$ cat config.mk
export PLATFORM = sky130hd
export DESIGN_NAME = elevator_call_dispatcher_flat
export DESIGN_NICKNAME = d
export VERILOG_FILES = /design/src/rtl/elevator_call_dispatcher_if.sv /design/src/rtl/elevator_call_dispatcher.sv /design/src/flat_wrapper.sv
export SDC_FILE = /design/constraint.sdc
export NUM_CORES = 1
export LEC_CHECK = 0
export CAP_MARGIN = 15
export CORE_AREA = 10 10 114 75
export DETAILED_ROUTE_END_ITERATION = 16
export DIE_AREA = 0 0 124 85
export PLACE_DENSITY_LB_ADDON = 0.3
export SLEW_MARGIN = 20
export SYNTH_ARGS = -nofsm -noshare
export SYNTH_HDL_FRONTEND = slang
export SYNTH_SLANG_ARGS = --single-unit
$ cat constraint.sdc
create_clock -name clk -period 4.2 [get_ports clk]
set_input_delay 1.05 -clock clk [delete_from_list [all_inputs] [get_ports clk]]
set_output_delay 1.05 -clock clk [all_outputs]
set_load 0.05 [all_outputs]
$ cat src/rtl/elevator_call_dispatcher_if.sv
// Call-dispatcher bundle: button inputs, car status, FSM request and lamp outputs.
interface elevator_call_dispatcher_if #(
    parameter int unsigned NUM_FLOORS = 8,
    parameter int unsigned FLOOR_W    = 3
);
    logic [NUM_FLOORS-1:0] hall_up_btn;
    logic [NUM_FLOORS-1:0] hall_dn_btn;
    logic [NUM_FLOORS-1:0] car_btn;
    logic [FLOOR_W-1:0]    current_floor;
    logic                  door;
    logic                  emergency_stop;
    logic [FLOOR_W-1:0]    req_floor;
    logic                  req_valid;
    logic [NUM_FLOORS-1:0] hall_up_lamp;
    logic [NUM_FLOORS-1:0] hall_dn_lamp;
    logic [NUM_FLOORS-1:0] car_lamp;
    logic                  busy;

    modport master (
        output hall_up_btn, hall_dn_btn, car_btn, current_floor, door, emergency_stop,
        input  req_floor, req_valid, hall_up_lamp, hall_dn_lamp, car_lamp, busy
    );

    modport slave (
        input  hall_up_btn, hall_dn_btn, car_btn, current_floor, door, emergency_stop,
        output req_floor, req_valid, hall_up_lamp, hall_dn_lamp, car_lamp, busy
    );
endinterface

$ cat src/rtl/elevator_call_dispatcher.sv
// Latches hall/car calls, serialises unissued floors round-robin to the elevator FSM.
// Optional macro ELEVATOR_CAR_PRIORITY_EN: car calls are issued ahead of hall calls.
module elevator_call_dispatcher #(
    parameter int unsigned NUM_FLOORS = 8,
    parameter int unsigned FLOOR_W    = 3
) (
    input logic                        clk,
    input logic                        reset,
    elevator_call_dispatcher_if.slave  io_bus
);

    localparam int unsigned CNT_W = FLOOR_W + 1;

    typedef enum logic [1:0] {
        D_IDLE   = 2'd0,
        D_ISSUE  = 2'd1,
        D_FREEZE = 2'd2
    } state_t;

    state_t                r_state;
    logic [NUM_FLOORS-1:0] r_hup;
    logic [NUM_FLOORS-1:0] r_hdn;
    logic [NUM_FLOORS-1:0] r_car;
    logic [NUM_FLOORS-1:0] r_issued;
    logic [FLOOR_W-1:0]    r_rr_ptr;
    logic [FLOOR_W-1:0]    r_req_floor;
    logic                  r_req_valid;
    logic                  r_busy;

    logic [NUM_FLOORS-1:0] w_svc;
    logic [NUM_FLOORS-1:0] w_hup_n;
    logic [NUM_FLOORS-1:0] w_hdn_n;
    logic [NUM_FLOORS-1:0] w_car_n;
    logic [NUM_FLOORS-1:0] w_issued_clr;
    logic [NUM_FLOORS-1:0] w_car_un;
    logic [NUM_FLOORS-1:0] w_hall_un;
    logic [NUM_FLOORS-1:0] w_pick_mask;
    logic [FLOOR_W:0]      w_pick;
    logic [FLOOR_W-1:0]    w_sel;
    logic                  w_issue;
    logic [NUM_FLOORS-1:0] w_sel_oh;
    logic [NUM_FLOORS-1:0] w_issued_n;
    logic [NUM_FLOORS-1:0] w_call_n;
    logic [NUM_FLOORS-1:0] w_unissued_n;
    logic [NUM_FLOORS-1:0] w_unissued_q;
    logic [CNT_W-1:0]      w_ptr_inc;
    logic [FLOOR_W-1:0]    w_ptr_n;

    // First set bit of mask at or after ptr, wrapping; MSB of result flags a hit.
    function automatic logic [FLOOR_W:0] rr_pick(input logic [NUM_FLOORS-1:0] mask,
                                                 input logic [FLOOR_W-1:0]    ptr);
        logic [FLOOR_W:0] res;
        int unsigned      idx;
        res = '0;
        for (int unsigned i = 0; i < NUM_FLOORS; i++) begin
            idx = 32'(ptr) + i;
            if (idx >= NUM_FLOORS) idx = idx - NUM_FLOORS;
            if (!res[FLOOR_W] && mask[FLOOR_W'(idx)]) res = {1'b1, FLOOR_W'(idx)};
        end
        return res;
    endfunction

    // Door-open service clear; suppressed while frozen since the door reads open then.
    always_comb begin
        w_svc = '0;
        if (io_bus.door && !io_bus.emergency_stop && (r_state != D_FREEZE) &&
            ({1'b0, io_bus.current_floor} < CNT_W'(NUM_FLOORS)))
            w_svc[io_bus.current_floor] = 1'b1;
    end

    assign w_hup_n      = (r_hup | io_bus.hall_up_btn) & ~w_svc;
    assign w_hdn_n      = (r_hdn | io_bus.hall_dn_btn) & ~w_svc;
    assign w_car_n      = (r_car | io_bus.car_btn)     & ~w_svc;
    assign w_issued_clr = r_issued & ~w_svc;
    assign w_car_un     = r_car & ~w_svc & ~w_issued_clr;
    assign w_hall_un    = (r_hup | r_hdn) & ~w_svc & ~w_issued_clr;
    assign w_unissued_q = (r_hup | r_hdn | r_car) & ~r_issued;

`ifdef ELEVATOR_CAR_PRIORITY_EN
    assign w_pick_mask = (w_car_un != '0) ? w_car_un : w_hall_un;
`else
    assign w_pick_mask = w_car_un | w_hall_un;
`endif

    assign w_pick    = rr_pick(w_pick_mask, r_rr_ptr);
    assign w_sel     = w_pick[FLOOR_W-1:0];
    assign w_issue   = (r_state == D_ISSUE) && !io_bus.emergency_stop && w_pick[FLOOR_W];
    assign w_sel_oh  = w_issue ? (NUM_FLOORS'(1) << w_sel) : '0;
    assign w_ptr_inc = {1'b0, w_sel} + CNT_W'(1);
    assign w_ptr_n   = (w_ptr_inc == CNT_W'(NUM_FLOORS)) ? '0 : FLOOR_W'(w_ptr_inc);

    // Leaving freeze drops the issued mask so every pending call is offered again.
    always_comb begin
        w_issued_n = w_issued_clr | w_sel_oh;
        if (r_state == D_FREEZE)
            w_issued_n = io_bus.emergency_stop ? r_issued : '0;
    end

    assign w_call_n     = w_hup_n | w_hdn_n | w_car_n;
    assign w_unissued_n = w_call_n & ~w_issued_n;

    always_ff @(posedge clk) begin
        if (reset) begin
            r_state     <= D_IDLE;
            r_hup       <= '0;
            r_hdn       <= '0;
            r_car       <= '0;
            r_issued    <= '0;
            r_rr_ptr    <= '0;
            r_req_floor <= '0;
            r_req_valid <= 1'b0;
            r_busy      <= 1'b0;
        end else begin
            r_hup       <= w_hup_n;
            r_hdn       <= w_hdn_n;
            r_car       <= w_car_n;
            r_issued    <= w_issued_n;
            r_busy      <= |w_call_n;
            r_req_valid <= w_issue;
            if (w_issue) begin
                r_req_floor <= w_sel;
                r_rr_ptr    <= w_ptr_n;
            end
            case (r_state)
                D_IDLE: begin
                    if (io_bus.emergency_stop)   r_state <= D_FREEZE;
                    else if (w_unissued_q != '0) r_state <= D_ISSUE;
                end
                D_ISSUE: begin
                    if (io_bus.emergency_stop)   r_state <= D_FREEZE;
                    else if (w_unissued_n == '0) r_state <= D_IDLE;
                end
                D_FREEZE: begin
                    if (!io_bus.emergency_stop)  r_state <= D_IDLE;
                end
                default: r_state <= D_IDLE;
            endcase
        end
    end

    assign io_bus.req_floor    = r_req_floor;
    assign io_bus.req_valid    = r_req_valid;
    assign io_bus.hall_up_lamp = r_hup;
    assign io_bus.hall_dn_lamp = r_hdn;
    assign io_bus.car_lamp     = r_car;
    assign io_bus.busy         = r_busy;

endmodule

$ cat src/flat_wrapper.sv
// flat-port wrapper written by rule: the top's interface ports become plain ports
module elevator_call_dispatcher_flat 
#(
    parameter int unsigned NUM_FLOORS = 8,
    parameter int unsigned FLOOR_W    = 3
)
  (clk, reset, io_bus_hall_up_btn, io_bus_hall_dn_btn, io_bus_car_btn, io_bus_current_floor, io_bus_door, io_bus_emergency_stop, io_bus_req_floor, io_bus_req_valid, io_bus_hall_up_lamp, io_bus_hall_dn_lamp, io_bus_car_lamp, io_bus_busy);
  elevator_call_dispatcher_if #(.NUM_FLOORS(NUM_FLOORS), .FLOOR_W(FLOOR_W)) io_bus_i ();
  input logic clk;
  input logic reset;
  input wire logic [$bits(io_bus_i.hall_up_btn)-1:0] io_bus_hall_up_btn;
  input wire logic [$bits(io_bus_i.hall_dn_btn)-1:0] io_bus_hall_dn_btn;
  input wire logic [$bits(io_bus_i.car_btn)-1:0] io_bus_car_btn;
  input wire logic [$bits(io_bus_i.current_floor)-1:0] io_bus_current_floor;
  input wire logic [$bits(io_bus_i.door)-1:0] io_bus_door;
  input wire logic [$bits(io_bus_i.emergency_stop)-1:0] io_bus_emergency_stop;
  output wire logic [$bits(io_bus_i.req_floor)-1:0] io_bus_req_floor;
  output wire logic [$bits(io_bus_i.req_valid)-1:0] io_bus_req_valid;
  output wire logic [$bits(io_bus_i.hall_up_lamp)-1:0] io_bus_hall_up_lamp;
  output wire logic [$bits(io_bus_i.hall_dn_lamp)-1:0] io_bus_hall_dn_lamp;
  output wire logic [$bits(io_bus_i.car_lamp)-1:0] io_bus_car_lamp;
  output wire logic [$bits(io_bus_i.busy)-1:0] io_bus_busy;
  assign io_bus_i.hall_up_btn = io_bus_hall_up_btn;
  assign io_bus_i.hall_dn_btn = io_bus_hall_dn_btn;
  assign io_bus_i.car_btn = io_bus_car_btn;
  assign io_bus_i.current_floor = io_bus_current_floor;
  assign io_bus_i.door = io_bus_door;
  assign io_bus_i.emergency_stop = io_bus_emergency_stop;
  assign io_bus_req_floor = io_bus_i.req_floor;
  assign io_bus_req_valid = io_bus_i.req_valid;
  assign io_bus_hall_up_lamp = io_bus_i.hall_up_lamp;
  assign io_bus_hall_dn_lamp = io_bus_i.hall_dn_lamp;
  assign io_bus_car_lamp = io_bus_i.car_lamp;
  assign io_bus_busy = io_bus_i.busy;
  elevator_call_dispatcher #(.NUM_FLOORS(NUM_FLOORS), .FLOOR_W(FLOOR_W)) u_core (.clk(clk), .reset(reset), .io_bus(io_bus_i));
endmodule
Yosys cells after proc, flatten, opt, wreduce, memory -nomap -nowiden
Cells that the tools add are included.
- add/sub/neg operators: 16
- magnitude comparators: 18
- equality and inequality tests: 7
- shifts and indexed selects: 1
- multiplexer cells: 45
- bitwise gates (word level): 23
- reductions and logical operators: 25
- operators by type and width (cell ; count):
    $and A8 B8 Y8 ; 10
    $or A8 B8 Y8 ; 9
    $lt A3 B4 Y1 const B ; 9
    $mux W4 ; 8
    $mux W8 ; 4
    $not A8 Y8 ; 4
    $ge A4 B4 Y1 const B ; 7
    $mux W3 ; 9
    $bmux W1 S3 ; 8
    $sub A3 B1 Y3 const B ; 8
    $add A3 B3 Y4 const B ; 4
    $logic_and A1 B1 Y1 ; 12
    $mux W2 ; 5
    $mux W1 ; 9
    $add A3 B1 Y4 const B ; 2
    $add A3 B2 Y4 const B ; 2
    $logic_not A1 Y1 ; 8
    $logic_not A8 Y1 ; 1
    $reduce_bool A8 Y1 ; 1
    $reduce_or A8 Y1 ; 1
    $shl A1 B3 Y8 const A ; 1
    $pmux W2 S3 ; 1
    $eq A4 B4 Y1 const B ; 1
    $ge A3 B4 Y1 const B ; 1
    other kinds (9) ; 10
- register bits: 42
- input bits: 31
- output and inout port bits: 29

Depth between registers and ports, before layout
Gate-level depths: netlist (run 1).
- word-level depth: 44
- depth in mapped cells: 17
- gate-level depth less buffers: 16

Worst setup path after synthesis (run 1)
Ideal clock, no wire load.
- kind: in2reg
- start point: in io_bus_current_floor[0]
- end point: reg u_core.r_rr_ptr[1]
- library setup time: 0.088 ns
- arrival time: 4.068 ns
- data required time: 4.112 ns
- slack: 0.044 ns
- stages: 14
- buffers on the path: 1
- cell sequence: buf_4 > or4_4 > a32oi_4 > nand4_1 > o311ai_0 > nand4_2 > nor2_2 > mux2i_1 > o21ai_1 > inv_2 > ha_1 > ha_1 > and3_4 > a311oi_2
- cells in the longest elaborated chain, start to end: 37
- RTL lines (what ; RTL line ; source):
    start, declared ; flat_wrapper.sv:14 ; input wire logic [$bits(io_bus_i.current_floor)-1:0] io_bus_current_floor;
    $lt A3 B4 Y1 (implied by the code) or $ge A3 B1 Y1 (tied branches) ; elevator_call_dispatcher.sv:68 ; w_svc[io_bus.current_floor] = 1'b1;
    $logic_and A1 B1 Y1 (implied by the code) ; elevator_call_dispatcher.sv:68 ;
    $mux W1 (implied by the code) ; elevator_call_dispatcher.sv:68 ;
    $demux W1 S3 (*) ; - ;
    $mux W8 (*) ; elevator_call_dispatcher.sv:66 ; if (io_bus.door && !io_bus.emergency_stop && (r_state != D_FREEZE) &&
    $not A8 Y8 (*) ; elevator_call_dispatcher.sv:74, elevator_call_dispatcher.sv:75, elevator_call_dispatcher.sv:76 ;
    $and A8 B8 Y8 ; elevator_call_dispatcher.sv:74 ; assign w_issued_clr = r_issued & ~w_svc;
    $not A8 Y8 ; elevator_call_dispatcher.sv:75, elevator_call_dispatcher.sv:76 ;
    [... 22 more ...] ; - ;
    $mux W4 ; elevator_call_dispatcher.sv:58 ; if (!res[FLOOR_W] && mask[FLOOR_W'(idx)]) res = {1'b1, FLOOR_W'(idx)};
    $logic_not A1 Y1 ; elevator_call_dispatcher.sv:58 ;
    $logic_and A1 B1 Y1 ; elevator_call_dispatcher.sv:58 ;
    $mux W4 (*) ; elevator_call_dispatcher.sv:58 ;
    net u_core.w_pick[0] ; elevator_call_dispatcher.sv:38 ; logic [FLOOR_W:0] w_pick;
    $add A3 B1 Y4 (*) ; elevator_call_dispatcher.sv:89 ; assign w_ptr_inc = {1'b0, w_sel} + CNT_W'(1);
    $eq A4 B4 Y1 ; elevator_call_dispatcher.sv:90 ; assign w_ptr_n = (w_ptr_inc == CNT_W'(NUM_FLOORS)) ? '0 : FLOOR_W'(w_ptr_inc);
    $mux W3 (*) ; elevator_call_dispatcher.sv:90 ;
    end signal, assigned ; elevator_call_dispatcher.sv:122 ; r_rr_ptr <= w_ptr_n;
    end, declared ; elevator_call_dispatcher.sv:25 ; logic [FLOOR_W-1:0] r_rr_ptr;
The timed path passes the listed nets; every way through them passes the cells marked *. The select of a mux whose other input is x is not followed.
A chain may end at the register's enable or synchronous reset.

Final worst setup path (run 1)
- start point: in io_bus_door
- end point: reg u_core.r_state[0]
- cells in the longest elaborated chain, start to end: 41
- RTL lines (what ; RTL line ; source):
    start, declared ; flat_wrapper.sv:15 ; input wire logic [$bits(io_bus_i.door)-1:0] io_bus_door;
    $logic_and A1 B1 Y1 (*) (2 in series) ; elevator_call_dispatcher.sv:66 ;
    $mux W8 (*) ; elevator_call_dispatcher.sv:66 ;
    $not A8 Y8 (*) ; elevator_call_dispatcher.sv:74, elevator_call_dispatcher.sv:75, elevator_call_dispatcher.sv:76 ;
    $and A8 B8 Y8 ; elevator_call_dispatcher.sv:74 ;
    $not A8 Y8 ; elevator_call_dispatcher.sv:75, elevator_call_dispatcher.sv:76 ;
    $and A8 B8 Y8 (on tied branches) ; elevator_call_dispatcher.sv:75, elevator_call_dispatcher.sv:76 ;
    $or A8 B8 Y8 (*) ; elevator_call_dispatcher.sv:82 ; assign w_pick_mask = w_car_un | w_hall_un;
    $bmux W1 S3 ; elevator_call_dispatcher.sv:58 ;
    [... 23 more ...] ; - ;
    net u_core.w_pick[0] ; elevator_call_dispatcher.sv:38 ;
    [... 1 more ...] ; - ;
    $mux W8 (*) ; elevator_call_dispatcher.sv:88 ; assign w_sel_oh = w_issue ? (NUM_FLOORS'(1) << w_sel) : '0;
    $or A8 B8 Y8 (*) ; elevator_call_dispatcher.sv:94 ; w_issued_n = w_issued_clr | w_sel_oh;
    $mux W8 (*) ; elevator_call_dispatcher.sv:95 ; if (r_state == D_FREEZE)
    $not A8 Y8 (*) ; elevator_call_dispatcher.sv:100 ; assign w_unissued_n = w_call_n & ~w_issued_n;
    $and A8 B8 Y8 (*) ; elevator_call_dispatcher.sv:100 ;
    $logic_not A8 Y1 (*) ; elevator_call_dispatcher.sv:131 ; else if (w_unissued_n == '0) r_state <= D_IDLE;
    $ne A3 B3 Y1 (no line) (*) ; - ;
    $reduce_and A3 Y1 (no line) (*) ; - ;
    end signal, assigned ; elevator_call_dispatcher.sv:130 ; if (io_bus.emergency_stop) r_state <= D_FREEZE;
    end signal, assigned ; elevator_call_dispatcher.sv:131 ;
    end signal, assigned ; elevator_call_dispatcher.sv:134 ; if (!io_bus.emergency_stop) r_state <= D_IDLE;
    end, declared ; elevator_call_dispatcher.sv:20 ; state_t r_state;
Marks and branches as above.

==> metrics.txt, run 1 <==
# TYPE chip_impl_metric gauge
chip_impl_metric{name="timing_worst_slew_pin_value",unit="ps"} 587
chip_impl_metric{name="ctsHtreeMaxLevel",unit=""} 2
chip_impl_metric{name="dp_cells",unit=""} 573
chip_impl_metric{name="clkLatencyLatePin",unit="ps"} 300
chip_impl_metric{name="detail_route.drc_violations",unit=""} 0
chip_impl_metric{name="initial_core_util",unit="%"} 45.5
chip_impl_info{name="synth.area.top_cells",value="dfxtp_1 (29%), nor2_1 (8.1%), nor3_1 (7.0%)"} 1
chip_impl_metric{name="pwr-share-seq",unit="%"} 29.2
chip_impl_metric{name="slowest_delay",unit="ps"} 420
chip_impl_metric{name="power.net_switching",unit="µW"} 550
chip_impl_metric{name="antenna_found_initial",unit=""} 0
chip_impl_metric{name="ys_async_sr_fraction",unit="%"} 0
chip_impl_metric{name="globalRoute.totalOverflow",unit=""} 0
chip_impl_metric{name="ys_seq_area_share",unit="%"} 28.5
chip_impl_metric{name="hold_viol_final",unit=""} 0
chip_impl_info{name="hold_class",value="flop to flop"} 1
chip_impl_metric{name="required",unit="ps"} 4380
chip_impl_metric{name="clk_transition_reported_paths",unit="ps"} 90
chip_impl_metric{name="grt_start_max_net_pins",unit=""} 43
chip_impl_info{name="status",value="finished, final reports clean"} 1
chip_impl_metric{name="syn_avg_cell_area",unit="µm²"} 7.92
chip_impl_metric{name="synthesized_flop_and_latch_total",unit=""} 42
chip_impl_metric{name="final_layout_size_suffix_gt1_share",unit="%"} 30.1
chip_impl_metric{name="pre_cts_slack",unit="ps"} -560
chip_impl_info{name="yosys_most_used_dff",value="dfxtp_1"} 1
chip_impl_metric{name="antenna_violating_nets_post_route",unit=""} 0
chip_impl_metric{name="fp.dieH",unit="µm"} 85
chip_impl_metric{name="viasPerCell",unit=""} 6.03
chip_impl_info{name="slowest_stage",value="o311a_1"} 1
chip_impl_metric{name="grt_use_total",unit="%"} 20.8
chip_impl_info{name="crit_chain",value="dlygate4sd2_1, nand2b_4, buf_6, nor4b_4, nor3_2, o311a_1, a221oi_4, nand4_4, nor2_4, mux2i_1, o21ai_2, inv_2, ha_4, ha_4, o21ai_2, a211oi_2, a31oi_1"} 1
chip_impl_metric{name="worstPathArrival",unit="ps"} 4340
chip_impl_metric{name="netlist_area",unit="mm²"} 0.00295
chip_impl_metric{name="cellPowerDensity",unit="mW/mm²"} 333
chip_impl_metric{name="first_pass_grt_wire_length",unit="µm"} 17800
chip_impl_metric{name="power.static_leakage",unit="µW"} 0.00180
chip_impl_metric{name="maxCapViolCount",unit=""} 0
chip_impl_metric{name="tns",unit="ps"} 0
chip_impl_metric{name="ioPinCount",unit=""} 60
chip_impl_metric{name="wl_per_cell",unit="µm"} 19.4
chip_impl_metric{name="final_critical_path_required_period",unit="ps"} 4170
chip_impl_metric{name="fp.dieW",unit="µm"} 124
chip_impl_metric{name="routabilityCongestion",unit=""} 0.999
chip_impl_metric{name="synth-edff-count",unit=""} 0
chip_impl_metric{name="dr.pass1.iters",unit=""} 5
chip_impl_metric{name="place.port_buffers",unit=""} 59
chip_impl_metric{name="setup-violations-final",unit=""} 0
chip_impl_info{name="most_frequent_standard_cell_in_the_layout_excluding_fill_and_tap_cells",value="buf_4"} 1
chip_impl_metric{name="nets",unit=""} 547
chip_impl_metric{name="worst_clock_skew",unit="ps"} 8.20
chip_impl_info{name="commonest_non_fill_non_tap_cells_in_the_layout",value="buf_4 (84), nor2_1 (64), clkdlybuf4s50_1 (54)"} 1
chip_impl_metric{name="final.period_utilization",unit="%"} 99.2
chip_impl_metric{name="cell_internal_pwr",unit="µW"} 966
chip_impl_metric{name="swShare",unit="%"} 36.3
chip_impl_metric{name="numCtsBuffers",unit=""} 5
chip_impl_metric{name="synth_warnings",unit=""} 0
chip_impl_metric{name="layout.cells.non_filler",unit=""} 596
chip_impl_metric{name="sum_of_buffers_and_inverters_on_the_critical_path",unit=""} 3
chip_impl_metric{name="slew_headroom",unit="%"} 60.6
chip_impl_metric{name="synth.net_count",unit=""} 411
chip_impl_metric{name="routed-via-count",unit=""} 3594
chip_impl_metric{name="synth_top_area_share",unit="%"} 28.5
chip_impl_metric{name="max_freq",unit="MHz"} 240
chip_impl_metric{name="worst_vdd_rail_ir_drop",unit="µV"} 200
chip_impl_metric{name="antenna_diodes",unit=""} 0
chip_impl_metric{name="share_comb_of_total_power",unit="%"} 44.9
chip_impl_info{name="worst-setup-path-type",value="input port to flop"} 1
chip_impl_metric{name="synth.lib_cells_used.distinct",unit=""} 75
chip_impl_metric{name="number_of_rows_created_at_floorplan",unit=""} 23
chip_impl_info{name="worstSetupStartpointType",value="input port"} 1
chip_impl_metric{name="netlist_instances",unit=""} 372
chip_impl_info{name="cell_taking_the_most_area_after_synthesis",value="dfxtp_1"} 1
chip_impl_metric{name="postCtsHoldBufs",unit=""} 0
chip_impl_metric{name="area_growth_syn_to_fin",unit="%"} 54.3
chip_impl_metric{name="detailed_place_hpwl",unit="µm"} 8490
chip_impl_metric{name="power_frac_clock",unit="%"} 25.9
chip_impl_metric{name="grt_pass1_vias",unit=""} 3352
chip_impl_metric{name="largest_fanout_on_the_critical_path",unit=""} 6
chip_impl_info{name="cts_tree",value="done"} 1
chip_impl_metric{name="numClockSinks",unit=""} 42
chip_impl_metric{name="report.final.slew_viol_count",unit=""} 0
chip_impl_info{name="end_kind",value="flop"} 1
chip_impl_info{name="crit_family",value="compound AO/OA/AOI/OAI gates"} 1
chip_impl_metric{name="core",unit="mm²"} 0.00647
chip_impl_metric{name="drt-initial-drc-count",unit=""} 425
chip_impl_metric{name="hold_slack",unit="ps"} 502
chip_impl_metric{name="fin_ws",unit="ps"} 34.4
chip_impl_metric{name="fp.dieArea",unit="mm²"} 0.0105
chip_impl_info{name="clk_root_buffer_cell",value="clkbuf_8"} 1
chip_impl_metric{name="cts-root-to-sink-buffers",unit=""} 2
chip_impl_metric{name="finalWirelength",unit="µm"} 11600
state kept, by name, indices dropped and copies added (netlist names):
register                    cells
u_core.io_bus.car_lamp          8
u_core.io_bus.req_floor         3
u_core.r_rr_ptr                 3
u_core.io_bus.req_valid         1
u_core.io_bus.hall_up_lamp      8
u_core.io_bus.busy              1
u_core.r_state                  2
u_core.r_issued                 8
u_core.io_bus.hall_dn_lamp      8
worst register-to-register path: cells and delay by family, from the launching register on:
family / cells / cell delay [ps]
buffers and inverters: 3 / 610
AOI/OAI and AO/OA: 8 / 1440
and+or+nand+nor: 2 / 310
adders and majority gates: 2 / 870
DFF: 1 / 640
worst paths after layout:
check | slack [ps] | start | end | cells past startpoint
worst min-delay path | 500 | u_core.io_bus.req_floor[2] | u_core.io_bus.req_floor[2] | 2
worst max register to register | 210 | u_core.r_rr_ptr[0] | u_core.r_state[0] | 15
worst max-delay path | 30 | io_bus_door | u_core.r_state[0] | 17
worst min register to register | 500 | u_core.io_bus.req_floor[2] | u_core.io_bus.req_floor[2] | 2
layer usage:
metal | GRT usage [%] | up-vias | wire (µm)
met5 | 0 | - | 0
met4 | 2.19 | 0 | 73
met3 | 5.29 | 12 | 1390
met2 | 30.9 | 215 | 4940
met1 | 30.3 | 1687 | 5170
li1 | - | 1680 | -
final cells by class:
class,count,area [µm²]
clock buffers,5,68.8
repair buffers,145,1230
clock inverters,3,68.8
well taps,87,109
inverters,9,33.8
flip-flops and latches,42,841
multi-input cells,305,2200
fillers,539,1930
power groups by stage:
stage          clock (µW)  combinational [µW]  sequential (µW)
2_1_floorplan           0                 266              514
3_3_place_gp            0                 579              451
3_5_place_dp            0                 585              451
4_1_cts               394                 622              442
5_1_grt               412                 721              446
6_report              392                 681              443
cell usage after synthesis (all sizes together) (2+ instances only):
library cell	count
a21oi	16
a211oi	5
o21ai	7
and4	3
a32o	2
mux2i	3
nand4	9
nor2	67
o211ai	2
xnor2	2
a21o	3
a31o	2
buf	3
and2	4
inv	8
o311a	2
clkbuf	13
a221oi	5
ha	8
nor3	42
nor2b	3
nand2b	4
o221ai	9
or3	4
o22ai	5
nand2	31
or2	2
nor4	5
nor4b	2
xor2	2
or4	5
a22oi	2
o311ai	2
and3	4
dfxtp	42
a31oi	7
a32oi	5
nand3	14
nand3b	2
repair_timing:
item | in CTS | in global routing
resized for setup | 28 | 21
endpoints found under the hold margin | 0 | 0
setup buffers | 8 | 7
endpoints found under the setup margin | 5 | 9
pin swaps | 15 | 16
cloned | 0 | 0
through the flow:
step	cell area (µm²)	power [µW]	util, %
after CTS	4410	1460	68.1
after global routing	4550	1580	70.2
after global placement	4110	1030	63.5
after detailed placement	4110	1040	63.5
final	4550	1520	70.2
after floorplan	2950	780	-
kinds of logic (layout without fill, tap and decap cells):
family / count (synthesis) / after routing / synth area share [%]
adder cells (fa/ha/maj): 8 / 8 / 3.40
AO/OA/AOI/OAI: 83 / 83 / 23.6
buffers and inverters: 25 / 162 / 3.48
XOR/XNOR: 4 / 4 / 1.19
multiplexers: 5 / 5 / 2.16
AND/OR/NAND/NOR: 205 / 205 / 37.6
flip-flops: 42 / 42 / 28.5
Note: power is estimated with default switching activity, not from simulation.
==> run 2, diff against run 1 <==
--- a/config.mk
+++ b/config.mk
@@ -5,10 +5,12 @@
 export SDC_FILE = /design/constraint.sdc
 export NUM_CORES = 1
 export LEC_CHECK = 0
+export ABC_AREA = 1
 export CAP_MARGIN = 15
-export CORE_AREA = 10 10 114 75
+export CORE_AREA = 10 10 111 73
 export DETAILED_ROUTE_END_ITERATION = 16
-export DIE_AREA = 0 0 124 85
+export DIE_AREA = 0 0 121 83
+export MAX_ROUTING_LAYER = met4
 export PLACE_DENSITY_LB_ADDON = 0.3
 export SLEW_MARGIN = 20
 export SYNTH_ARGS = -nofsm -noshare
==> metrics.txt, run 2 <==
# TYPE chip_impl_metric gauge
chip_impl_metric{name="grt_pass1_vias",unit=""} 3046
chip_impl_metric{name="viasPerCell",unit=""} 5.33
chip_impl_info{name="worst-setup-path-type",value="input port to flop"} 1
chip_impl_info{name="critical_path.most_common_cell",value="nand2_1"} 1
chip_impl_info{name="cts_tree",value="done"} 1
chip_impl_metric{name="antenna_diodes",unit=""} 0
chip_impl_metric{name="antenna_found_initial",unit=""} 0
chip_impl_metric{name="routabilityCongestion",unit=""} 0.991
chip_impl_metric{name="worst_clock_skew",unit="ps"} 6.04
chip_impl_info{name="hold_class",value="flop to flop"} 1
chip_impl_metric{name="grt_start_max_net_pins",unit=""} 27
chip_impl_metric{name="synthesized_flop_and_latch_total",unit=""} 42
chip_impl_metric{name="postCtsHoldBufs",unit=""} 0
chip_impl_info{name="most_frequent_standard_cell_in_the_layout_excluding_fill_and_tap_cells",value="nand2_1"} 1
chip_impl_metric{name="numClockSinks",unit=""} 42
chip_impl_info{name="worstSetupStartpointType",value="input port"} 1
chip_impl_metric{name="slew_headroom",unit="%"} 56.0
chip_impl_metric{name="drt-initial-drc-count",unit=""} 312
chip_impl_metric{name="routed-via-count",unit=""} 3255
chip_impl_metric{name="grt_use_total",unit="%"} 18.2
chip_impl_metric{name="netlist_instances",unit=""} 418
chip_impl_metric{name="first_pass_grt_wire_length",unit="µm"} 15100
chip_impl_info{name="synthTopCellsByCount",value="nand2_1 (85), nor2_1 (72), nand3_1 (58)"} 1
chip_impl_metric{name="dp_cells",unit=""} 600
chip_impl_metric{name="dr.pass1.iters",unit=""} 5
chip_impl_metric{name="synth_top_area_share",unit="%"} 30.9
chip_impl_metric{name="groute.layer.met1.usage",unit="%"} 27.5
chip_impl_metric{name="place.port_buffers",unit=""} 59
chip_impl_metric{name="worstPathArrival",unit="ps"} 4260
chip_impl_metric{name="synth_warnings",unit=""} 0
chip_impl_metric{name="detailed_place_hpwl",unit="µm"} 7320
chip_impl_metric{name="cts-root-to-sink-buffers",unit=""} 2
chip_impl_metric{name="slowest_delay",unit="ps"} 490
chip_impl_metric{name="nets",unit=""} 565
chip_impl_metric{name="initial_core_util",unit="%"} 45.1
chip_impl_metric{name="synth.lib_cells_used.distinct",unit=""} 34
chip_impl_metric{name="final.period_utilization",unit="%"} 96.5
chip_impl_metric{name="use_met3",unit="%"} 3.45
chip_impl_metric{name="fp.dieArea",unit="mm²"} 0.0100
chip_impl_metric{name="ys_async_sr_fraction",unit="%"} 0
chip_impl_metric{name="syn_avg_cell_area",unit="µm²"} 6.51
chip_impl_metric{name="fp.dieW",unit="µm"} 121
chip_impl_info{name="setup.worst_path.start",value="io_bus_current_floor[2]"} 1
chip_impl_metric{name="tns",unit="ps"} 0
chip_impl_metric{name="final_layout_size_suffix_gt1_share",unit="%"} 28.1
chip_impl_metric{name="use_met2",unit="%"} 24.1
chip_impl_metric{name="synth-edff-count",unit=""} 0
chip_impl_metric{name="area_growth_syn_to_fin",unit="%"} 51.7
chip_impl_info{name="end_kind",value="flop"} 1
chip_impl_metric{name="ioPinCount",unit=""} 60
chip_impl_metric{name="synth.net_count",unit=""} 457
chip_impl_metric{name="n_fill_cell",unit=""} 482
chip_impl_metric{name="numCtsBuffers",unit=""} 5
chip_impl_metric{name="timing_worst_slew_pin_value",unit="ps"} 659
chip_impl_metric{name="setup-violations-final",unit=""} 0
chip_impl_metric{name="wl_per_cell",unit="µm"} 15.8
chip_impl_info{name="cell_taking_the_most_area_after_synthesis",value="dfxtp_1"} 1
chip_impl_metric{name="clk_transition_reported_paths",unit="ps"} 80
chip_impl_info{name="status",value="finished, final reports clean"} 1
chip_impl_metric{name="ctsHtreeMaxLevel",unit=""} 2
chip_impl_metric{name="antenna_violating_nets_post_route",unit=""} 0
chip_impl_metric{name="largest_fanout_on_the_critical_path",unit=""} 4
chip_impl_metric{name="max_freq",unit="MHz"} 247
chip_impl_info{name="hp-start",value="u_core.io_bus.req_floor[2]"} 1
chip_impl_metric{name="report.final.slew_viol_count",unit=""} 0
chip_impl_metric{name="final_critical_path_required_period",unit="ps"} 4050
chip_impl_info{name="synth.area.top_cells",value="dfxtp_1 (31%), nand2_1 (12%), nand3_1 (11%)"} 1
chip_impl_metric{name="core",unit="mm²"} 0.00603
chip_impl_metric{name="power.static_leakage",unit="µW"} 0.00191
chip_impl_metric{name="netlist_area",unit="mm²"} 0.00272
chip_impl_metric{name="detail_route.drc_violations",unit=""} 0
chip_impl_metric{name="clkLatencyLatePin",unit="ps"} 300
chip_impl_metric{name="number_of_rows_created_at_floorplan",unit=""} 22
chip_impl_info{name="yosys_most_used_dff",value="dfxtp_1"} 1
chip_impl_info{name="commonest_non_fill_non_tap_cells_in_the_layout",value="nand2_1 (74), nor2_1 (61), clkdlybuf4s50_1 (54)"} 1
chip_impl_metric{name="layout.cells.non_filler",unit=""} 611
chip_impl_metric{name="finalWirelength",unit="µm"} 9680
chip_impl_metric{name="fp.dieH",unit="µm"} 83
chip_impl_info{name="slowest_stage",value="or4_1"} 1
chip_impl_metric{name="hold_viol_final",unit=""} 0
chip_impl_metric{name="worst_vdd_rail_ir_drop",unit="µV"} 177
chip_impl_info{name="globalRoute.busiestLayer",value="met1"} 1
chip_impl_metric{name="required",unit="ps"} 4400
chip_impl_metric{name="cellPowerDensity",unit="mW/mm²"} 323
chip_impl_info{name="r2r_start",value="u_core.r_rr_ptr[0]"} 1
chip_impl_metric{name="maxCapViolCount",unit=""} 0
chip_impl_info{name="synth.most_common_cell",value="nand2_1"} 1
chip_impl_metric{name="globalRoute.totalOverflow",unit=""} 0
chip_impl_info{name="clk_root_buffer_cell",value="clkbuf_8"} 1
chip_impl_metric{name="ys_seq_area_share",unit="%"} 30.9
## run 2: routing by layer
| layer | vias up | part of all wire [%] |
|---|---|---|
| li1 | 1584 | - |
| met5 | - | 0 |
| met4 | 0 | 1.1 |
| met2 | 151 | 41 |
| met1 | 1508 | 50 |
| met3 | 12 | 8.0 |
## run 2: worst paths after layout
check,depth (start not counted),end,slack [ps]
setup / recovery,30,u_core.r_state[0],150
hold / removal,2,u_core.io_bus.req_floor[2],470
setup reg to reg,27,u_core.r_state[0],240
hold reg to reg,2,u_core.io_bus.req_floor[2],470
## run 2: metrics by stage
stage | utilization (%) | instance area, µm² | total power [µW] | hold slack, ps | setup WS [ps]
after floorplan | - | 2720 | 757 | 479 | 253
after global placement | 61.9 | 3730 | 975 | 453 | -468
after detailed placement | 61.9 | 3730 | 982 | 463 | -507
after CTS | 64.2 | 3870 | 1270 | 480 | 1.68
after global routing | 68.5 | 4130 | 1410 | 502 | -79.2
final | 68.5 | 4130 | 1330 | 473 | 148
## run 2: kinds of logic after synthesis
kind of cell             synth area share (%)
AND/OR/NAND/NOR                          44.6
AO/OA/AOI/OAI                            11.7
buffers and inverters                    8.23
flip-flops                               30.9
adder cells (fa/ha/maj)                  3.68
XOR/XNOR                                0.966
## run 2: final cells by class
type / instances / area, µm² / area share (%)
Clock buffer: 7 / 86.3 / 2.09
Clock inverter: 1 / 8.76 / 0.212
Inverter: 46 / 178 / 4.30
Multi-Input combinational cell: 321 / 1940 / 47.0
Sequential cell: 42 / 841 / 20.4
Tap cell: 84 / 105 / 2.55
Timing Repair Buffer: 110 / 968 / 23.5
## run 2: power by group
| part | leakage [µW] | switching, µW | internal, µW |
|---|---|---|---|
| Combinational | 0.00151 | 363 | 241 |
| Sequential | 0.000348 | 22.4 | 424 |
| Clock | 0.0000489 | 148 | 136 |
## run 2: worst max-delay path, delay by kind of cell
kind	cells	cell delay [ps]
AO/OA/AOI/OAI	1	50
buffers and inverters	6	550
adder cells (fa/ha/maj)	1	160
AND/OR/NAND/NOR	22	2450
## run 2: what timing repair did
action,4_1_cts,5_1_grt
buffers inserted,1,2
pin swaps,2,15
setup endpoints to repair,1,7
resized for setup,13,67
